### src/rtl/fabric_pkg.sv
// Shared fabric definitions: elaboration error codes and width helpers.
package fabric_pkg;

   localparam string ERR_FIFO_DEPTH      = "COMP_FIFO_DEPTH";
   localparam string ERR_FIFO_DATA_WIDTH = "COMP_FIFO_DATA_WIDTH";

   typedef enum logic {
      MODE_FIFO   = 1'b0,
      MODE_BYPASS = 1'b1
   } fifo_mode_e;

   // Width needed to hold an occupancy value in 0..depth.
   function automatic int unsigned cnt_width(input int unsigned depth);
      return $clog2(depth + 1);
   endfunction

   function automatic int unsigned ptr_width(input int unsigned depth);
      return (depth > 1) ? $clog2(depth) : 1;
   endfunction

endpackage

### src/rtl/fabric_fifo_mem.sv
// FIFO storage array: one synchronous write port, one asynchronous read port, no reset.
module fabric_fifo_mem #(
   parameter int DEPTH  = 2,
   parameter int WIDTH  = 1,
   parameter int ADDR_W = 1
) (
   input  logic              clk,
   input  logic              wr_en,
   input  logic [ADDR_W-1:0] wr_addr,
   input  logic [WIDTH-1:0]  wr_data,
   input  logic [ADDR_W-1:0] rd_addr,
   output logic [WIDTH-1:0]  rd_data
);

   logic [WIDTH-1:0] mem [DEPTH];

   always_ff @(posedge clk) begin
      if (wr_en) mem[wr_addr] <= wr_data;
   end

   assign rd_data = mem[rd_addr];

endmodule

### src/rtl/fabric_fifo.sv
// Registered-count FIFO with optional pass-through bypass when empty.
module fabric_fifo
   import fabric_pkg::*;
#(
   parameter  int DEPTH         = 2,
   parameter  int DATA_WIDTH    = 32,
   parameter  int TAG_WIDTH     = 0,
   localparam int PAYLOAD_WIDTH = DATA_WIDTH + TAG_WIDTH,
   localparam int SAFE_PW       = (PAYLOAD_WIDTH > 1) ? PAYLOAD_WIDTH : 1,
   localparam int CNT_W         = cnt_width(DEPTH)
) (
   input  logic               clk,
   input  logic               rst,
   input  logic               in_valid,
   output logic               in_ready,
   input  logic [SAFE_PW-1:0] in_data,
   output logic               out_valid,
   input  logic               out_ready,
   output logic [SAFE_PW-1:0] out_data,
   input  logic               cfg_data,
   output logic [CNT_W-1:0]   count
);

   if (DEPTH < 1) begin : g_bad_depth
      $fatal(1, "%s", ERR_FIFO_DEPTH);
   end
   if (DATA_WIDTH < 1) begin : g_bad_width
      $fatal(1, "%s", ERR_FIFO_DATA_WIDTH);
   end

   localparam int PTR_W = ptr_width(DEPTH);
   localparam logic [PTR_W-1:0] LAST_PTR = PTR_W'(DEPTH - 1);
   localparam logic [CNT_W-1:0] FULL_CNT = CNT_W'(DEPTH);

   logic [PTR_W-1:0]   wr_ptr;
   logic [PTR_W-1:0]   rd_ptr;
   logic [CNT_W-1:0]   cnt_q;
   logic [SAFE_PW-1:0] rd_word;
   fifo_mode_e         mode;
   logic               fifo_in_ready;
   logic               fifo_out_valid;
   logic               push;
   logic               pop;

   function automatic logic [PTR_W-1:0] next_ptr(input logic [PTR_W-1:0] p);
      return (p == LAST_PTR) ? '0 : p + 1'b1;
   endfunction

   // Bypass keys off the registered count, so a late enable waits for the drain.
   assign mode = (cfg_data && (cnt_q == '0)) ? MODE_BYPASS : MODE_FIFO;

   assign fifo_in_ready  = (cnt_q < FULL_CNT);
   assign fifo_out_valid = (cnt_q != '0);
   assign push = (mode == MODE_FIFO) && in_valid && fifo_in_ready;
   assign pop  = (mode == MODE_FIFO) && fifo_out_valid && out_ready;

   always_comb begin
      in_ready  = fifo_in_ready;
      out_valid = fifo_out_valid;
      out_data  = rd_word;
      if (mode == MODE_BYPASS) begin
         in_ready  = out_ready;
         out_valid = in_valid;
         out_data  = in_data;
      end
   end

   assign count = cnt_q;

   always_ff @(posedge clk) begin
      if (rst) begin
         wr_ptr <= '0;
         rd_ptr <= '0;
         cnt_q  <= '0;
      end else begin
         if (push) wr_ptr <= next_ptr(wr_ptr);
         if (pop)  rd_ptr <= next_ptr(rd_ptr);
         case ({push, pop})
            2'b10:   cnt_q <= cnt_q + 1'b1;
            2'b01:   cnt_q <= cnt_q - 1'b1;
            default: cnt_q <= cnt_q;
         endcase
      end
   end

   fabric_fifo_mem #(
      .DEPTH  (DEPTH),
      .WIDTH  (SAFE_PW),
      .ADDR_W (PTR_W)
   ) u_mem (
      .clk     (clk),
      .wr_en   (push),
      .wr_addr (wr_ptr),
      .wr_data (in_data),
      .rd_addr (rd_ptr),
      .rd_data (rd_word)
   );

endmodule

### config.mk
export PLATFORM = sky130hd
export DESIGN_NAME = fabric_fifo
export DESIGN_NICKNAME = d
export VERILOG_FILES = /design/src/rtl/fabric_pkg.sv /design/src/rtl/fabric_fifo_mem.sv /design/src/rtl/fabric_fifo.sv
export SDC_FILE = /design/constraint.sdc
export NUM_CORES = 1
export LEC_CHECK = 0
export BUFFER_PORTS_ARGS = -buffer_cell sky130_fd_sc_hd__buf_2
export CORE_UTILIZATION = 30
export DETAILED_ROUTE_END_ITERATION = 10
export GPL_TIMING_DRIVEN = 1
export PLACE_DENSITY = 0.61
export SETUP_SLACK_MARGIN = 0.2
export SLEW_MARGIN = 30
export SYNTH_ARGS = -nofsm -noshare
export SYNTH_HDL_FRONTEND = slang
export SYNTH_SLANG_ARGS = --single-unit
### constraint.sdc
create_clock -name clk -period 2.7 [get_ports clk]
set_clock_uncertainty 0.05 [all_clocks]
set_input_delay 0 -clock clk [delete_from_list [all_inputs] [get_ports clk]]
set_output_delay 0 -clock clk [all_outputs]
set_load 0.01 [all_outputs]
# After elaboration in Yosys (flattened, before gate mapping)
# Memory sizes are Yosys's and may differ from the RTL's. A register that Yosys moved wholly into a read port is not among the register bits.
# Cells that the tools add are included.
# op_classes
eq_ne	2
reduce_logical	8
mux	11
mul	0
addsub	4
bitwise	1
div_mod_pow	0
order_cmp	1
n_shift	0
# op_table
operator	n
$mux W32	1
$mux W1	9
$logic_and A1 B1 Y1	5
$pmux W2 S2	1
$reduce_bool A2 Y1	2
$add A1 B1 Y1 const B	2
$add A2 B1 Y2 const B	1
$eq A2 B1 Y1 const B	1
$eq A2 B2 Y1 const B	1
$logic_not A2 Y1	1
$lt A2 B2 Y1 const B	1
$sub A2 B1 Y2 const B	1
$not A1 Y1	1
# totals
input_bits	37
out_inout_bits	36
reg_bits	4
memories	1
latch_bits	0
wordCells	31
rom_bits	0
ramBits	64
# mem_list
memory	words	width	read_ports	rd_ports_with_merged_regs	write_ports	line	rtl
u_mem.mem	2	32	1	1	1	fabric_fifo_mem.sv:15	logic [WIDTH-1:0] mem [DEPTH];

# Depth between registers and ports, before layout
# depth
word_depth	8
ltp_mapped	6

# Hierarchy
# A second synthesis with hierarchy kept.
# unflattened
hier_cells	167
hier_area_um2	3250.6
# by_module_without_submodules
mod	cells_per_inst	area_per_inst_um2	n_inst
fabric_fifo_mem	102	2478.6	1
fabric_fifo	65	772.0	1

# Worst setup path before layout
# No wires, ideal clock.
# synth_path
path_kind	reg2reg
startpoint	register cnt_q[0] (netlist: count[0])
endpoint	memory u_mem.mem[1][0] in the netlist's numbering (enable)
path_stages_with_launch	4
setup_slack_ps	-5
t_required_ps	2229
path_buffers	0
arrival_ps	2234
setup_ps	421
path_cell_list	dfxtp_1 -> nor2b_1 -> or2_2 -> nor2_1
# synth_via
elab_chain_cells	8
word_cells_on_any_way	9
classes_between	order compare: 1; mux: 3; bitwise: 1; reduce/logical: 4
# synth_rtl
item	line	rtl
start, declared	fabric_fifo.sv:37	logic [CNT_W-1:0] cnt_q;
start signal, assigned	fabric_fifo.sv:79	2'b10: cnt_q <= cnt_q + 1'b1;
start signal, assigned	fabric_fifo.sv:80	2'b01: cnt_q <= cnt_q - 1'b1;
start signal, assigned	fabric_fifo.sv:81	default: cnt_q <= cnt_q;
$logic_not A2 Y1	fabric_fifo.sv:50	assign mode = (cfg_data && (cnt_q == '0)) ? MODE_BYPASS : MODE_FIFO;
$logic_and A1 B1 Y1	fabric_fifo.sv:50	
$mux W1	fabric_fifo.sv:50	
$not A1 Y1	fabric_fifo.sv:54	assign push = (mode == MODE_FIFO) && in_valid && fifo_in_ready;
$logic_and A1 B1 Y1	fabric_fifo.sv:54	
$logic_and A1 B1 Y1 *	fabric_fifo.sv:54	
$mux W1 *	fabric_fifo_mem.sv:18	if (wr_en) mem[wr_addr] <= wr_data;
$mux W1 (implied by the code) *	fabric_fifo_mem.sv:18	
end, declared	fabric_fifo_mem.sv:15	
# Every way passes the cells marked *; elsewhere a longest branch is shown, timed or not.

# Worst setup path in the final report
# layout_path
startpoint	register cnt_q[0] (netlist: count[0])
endpoint	register cnt_q[1] (netlist: count[1])
# layout_via
elab_chain_cells	8
word_cells_on_any_way	16
classes_between	add/sub: 2; order compare: 1; eq/ne: 2; mux: 2; bitwise: 1; reduce/logical: 8
# layout_rtl
item	line	rtl
$logic_not A2 Y1	fabric_fifo.sv:50	
$logic_and A1 B1 Y1	fabric_fifo.sv:50	
$mux W1	fabric_fifo.sv:50	
$not A1 Y1	fabric_fifo.sv:54, fabric_fifo.sv:55	
$logic_and A1 B1 Y1, on equally long branches (2 in series)	fabric_fifo.sv:55, fabric_fifo.sv:54	
$eq A2 B1 Y1 / $eq A2 B2 Y1 (equally long branches)	fabric_fifo.sv:78	case ({push, pop})
$pmux W2 S2 / $reduce_bool A2 Y1 (equally long branches)	--	
# Parallel ways exist; a longest one is shown, timed or not.
# A chain may end at the register's enable or synchronous reset.

==> flow_summary.toml <==
[grt]
grt_overflow_total = 0
grt_pass1_vias = 1805
grt_pass1_wl_um = 8730
grt_max_degree = 44
grt.total_usage = 0.119
antenna_found_initial = 0

[clock_tree]
htreeDepth = 3
path_clk_slew_ns = 0.07
root_buffer = "clkbuf_8"
cts_tree = "yes"
numCtsBuffers = 9
clk_latency_ns = 0.34
clock-sinks = 69
cts_resized = 0
clk_path_buf_depth = 2

[worst_setup_path]
arrival_ns = 2.14
regToRegStartpoint = "count[0]"
r2r_setup_slack_ns = 0.78
critPathKind = "reg2reg"
path_cells = "nor2b_1 -> or2_2 -> ha_1 -> or3_1 -> a21oi_1"
crit_family = "simple AND/OR/NAND/NOR gates"
worstPathRequired_ns = 2.92
cp-end-kind = "register"
reg2reg_to = "count[1]"
cp-start-kind = "register"
path_buf_inv = 0
critPathMaxStageDelay_ns = 0.51
path_max_fanout = 7
cpMaxStageDelayCell = "dfxtp_1"
reg2regPathDepth = 5

[pwr]
leakagePower_nw = 1.47
ir_worst_vdd_mv = 0.477
power_density_nw_per_um2 = 895

[layout]
diodes = 0
fillers = 856
final_cells = 427
drive_above_1_share = 0.307
syn2layout_area_growth_pct = 38.8
nets = 349
utilization = 0.427

[drt]
num_vias = 1825
drcViolationCount = 0
post_drt_wl_per_cell_um = 12.5
firstDrtPassIters = 4
drt_iter0_drc = 54
vias_per_cell = 4.27
routed_wl_um = 5350
postRouteAntennaNets = 0

[synthesis]
synth_largest_area_cell = "edfxtp_1"
yosysMostFrequentCell = "edfxtp_1"
ys_types = 21
synth_top_area_share = 0.680
synth_area_per_cell_um2 = 14.1
synth_edf_count = 64
syn_nets = 238
synth_cells = 200
synthArstFlopShare = 0
syn_area_um2 = 2830
synth_common_cells = "edfxtp_1, mux2i_1, nand2_1, o21ai_0, buf_2"
ys_seq_area_frac = 0.715
synthTopCellsByArea = "edfxtp_1, mux2i_1, o21ai_0"
yosys_warnings = 0
synth_seq_cells = 69
ys.flop_type = "edfxtp_1"

[sta]
hold_viol = 0
fin_crit_ns = 1.92
worstMarginPinSlew_ns = 0.557
slew_headroom = 0.629
finalCritPeriodShare = 0.713
setup_viol = 0
setup_ws_ns = 0.775
fmaxAchievable_mhz = 520
finalSetupTns_ns = 0
rsz0062_at_grt = "no"
maxSlewViolCount = 0

[place]
post-place-ws_ns = 0.796
dp.cells = 378
gp_congestion = 0.703
dp_hpwl_um = 3350
port_buffers = 72

[job]
maxCapViolCount = 0

[floorplanning]
core_um2 = 9200
initial_core_util = 0.307
fp.dieW_um = 99.1
dieHeight_um = 99.1
rows = 35
dieArea_um2 = 9810
io-pin-count = 73

[outcome]
status = "completed"

[min_path]
min_to = "wr_ptr"
hold_start = "in_valid"
whs_path_depth = 4
worstHoldPathType = "in2reg"
-- per-layer routing --
layer | vias up | global-route usage | wire (um)
li1 | 954 | - | -
met1 | 815 | 0.145 | 2550
met2 | 46 | 0.190 | 2470
met3 | 10 | 0.0298 | 206
met4 | 0 | 0.0713 | 121
met5 | - | 0 | 0
-- placed cells by master (no fill, tap or decap), types with 2 or more instances in the layout --
cell type / n
buf_2: 72
inv_1: 3
clkbuf_8: 9
xnor2_1: 2
o21ai_1: 2
buf_4: 6
o21ai_0: 32
dfxtp_1: 4
nor2_1: 3
dlygate4sd3_1: 33
a21oi_1: 3
edfxtp_1: 64
nand2_1: 32
mux2i_1: 32
bufinv_16: 4
or3_1: 2
-- registers in the layout (all words and copies together) (netlist names), named ones only --
signal / flops
rd_ptr: 1
u_mem.mem: 64
count: 2
wr_ptr: 1
-- cells by family (layout without fill, tap and decap cells) --
family / count (synthesis) / after routing / synth area share
muxes: 32 / 32 / 0.113
buffers and inverters: 14 / 130 / 0.0230
adders and majority gates: 1 / 1 / 0.00443
xor gates and xnor gates: 3 / 3 / 0.00930
and+or+nand+nor: 42 / 42 / 0.0633
DFF: 69 / 69 / 0.715
AOI/OAI and AO/OA: 39 / 39 / 0.0713
-- worst reg2reg max path: stages (launching register included) --
cell and delay (ns):
dfxtp_1 0.51, nor2b_1 0.11, or2_2 0.33, ha_1 0.35
or3_1 0.35, a21oi_1 0.16
-- power breakdown --
part	internal (mW)	total [mW]	switching, mW
logic	0.453	1.00	0.550
clock network	0.703	1.08	0.379
registers	1.33	1.43	0.0988
total	2.49	3.51	1.03
-- how the worst max path moves through the flow --
stage | start | to | cells past startpoint | slack [ns]
3_3_place_gp | count[0] | count[1] | 5 | 0.89
5_1_grt | register | out_data[18] | 4 | 0.69
3_5_place_dp | count[0] | count[1] | 5 | 0.80
4_1_cts | count[0] | count[1] | 5 | 0.77
6_report | count[0] | count[1] | 5 | 0.78
2_1_floorplan | count[0] | u_mem.mem[1][0] | 3 | 0.53
-- repair_timing --
item                                   in CTS  in global routing
endpoints found under the hold margin      69                  0
hold buffers                               33                  0
setup buffers                               0                  0
-- cell type report --
| type | instances | area, um^2 | share of cell area |
|---|---|---|---|
| clock buffers | 9 | 124 | 0.0316 |
| well taps | 111 | 139 | 0.0354 |
| repair buffers | 111 | 736 | 0.188 |
| multi-input cells | 117 | 753 | 0.192 |
| inverters | 3 | 11.3 | 0.00287 |
| clock inverters | 7 | 138 | 0.0351 |
| flip-flops and latches | 69 | 2020 | 0.516 |
-- through the flow --
stage	cell area [um^2]	power [mW]	hold slack (ns)
2_1_floorplan	2830	2.05	0.0191
3_3_place_gp	3330	2.42	0.152
3_5_place_dp	3330	2.44	0.160
4_1_cts	3920	3.56	0.0195
5_1_grt	3920	3.72	0.0756
6_report	3920	3.51	0.0349
Power figures use the tool's default switching activity.
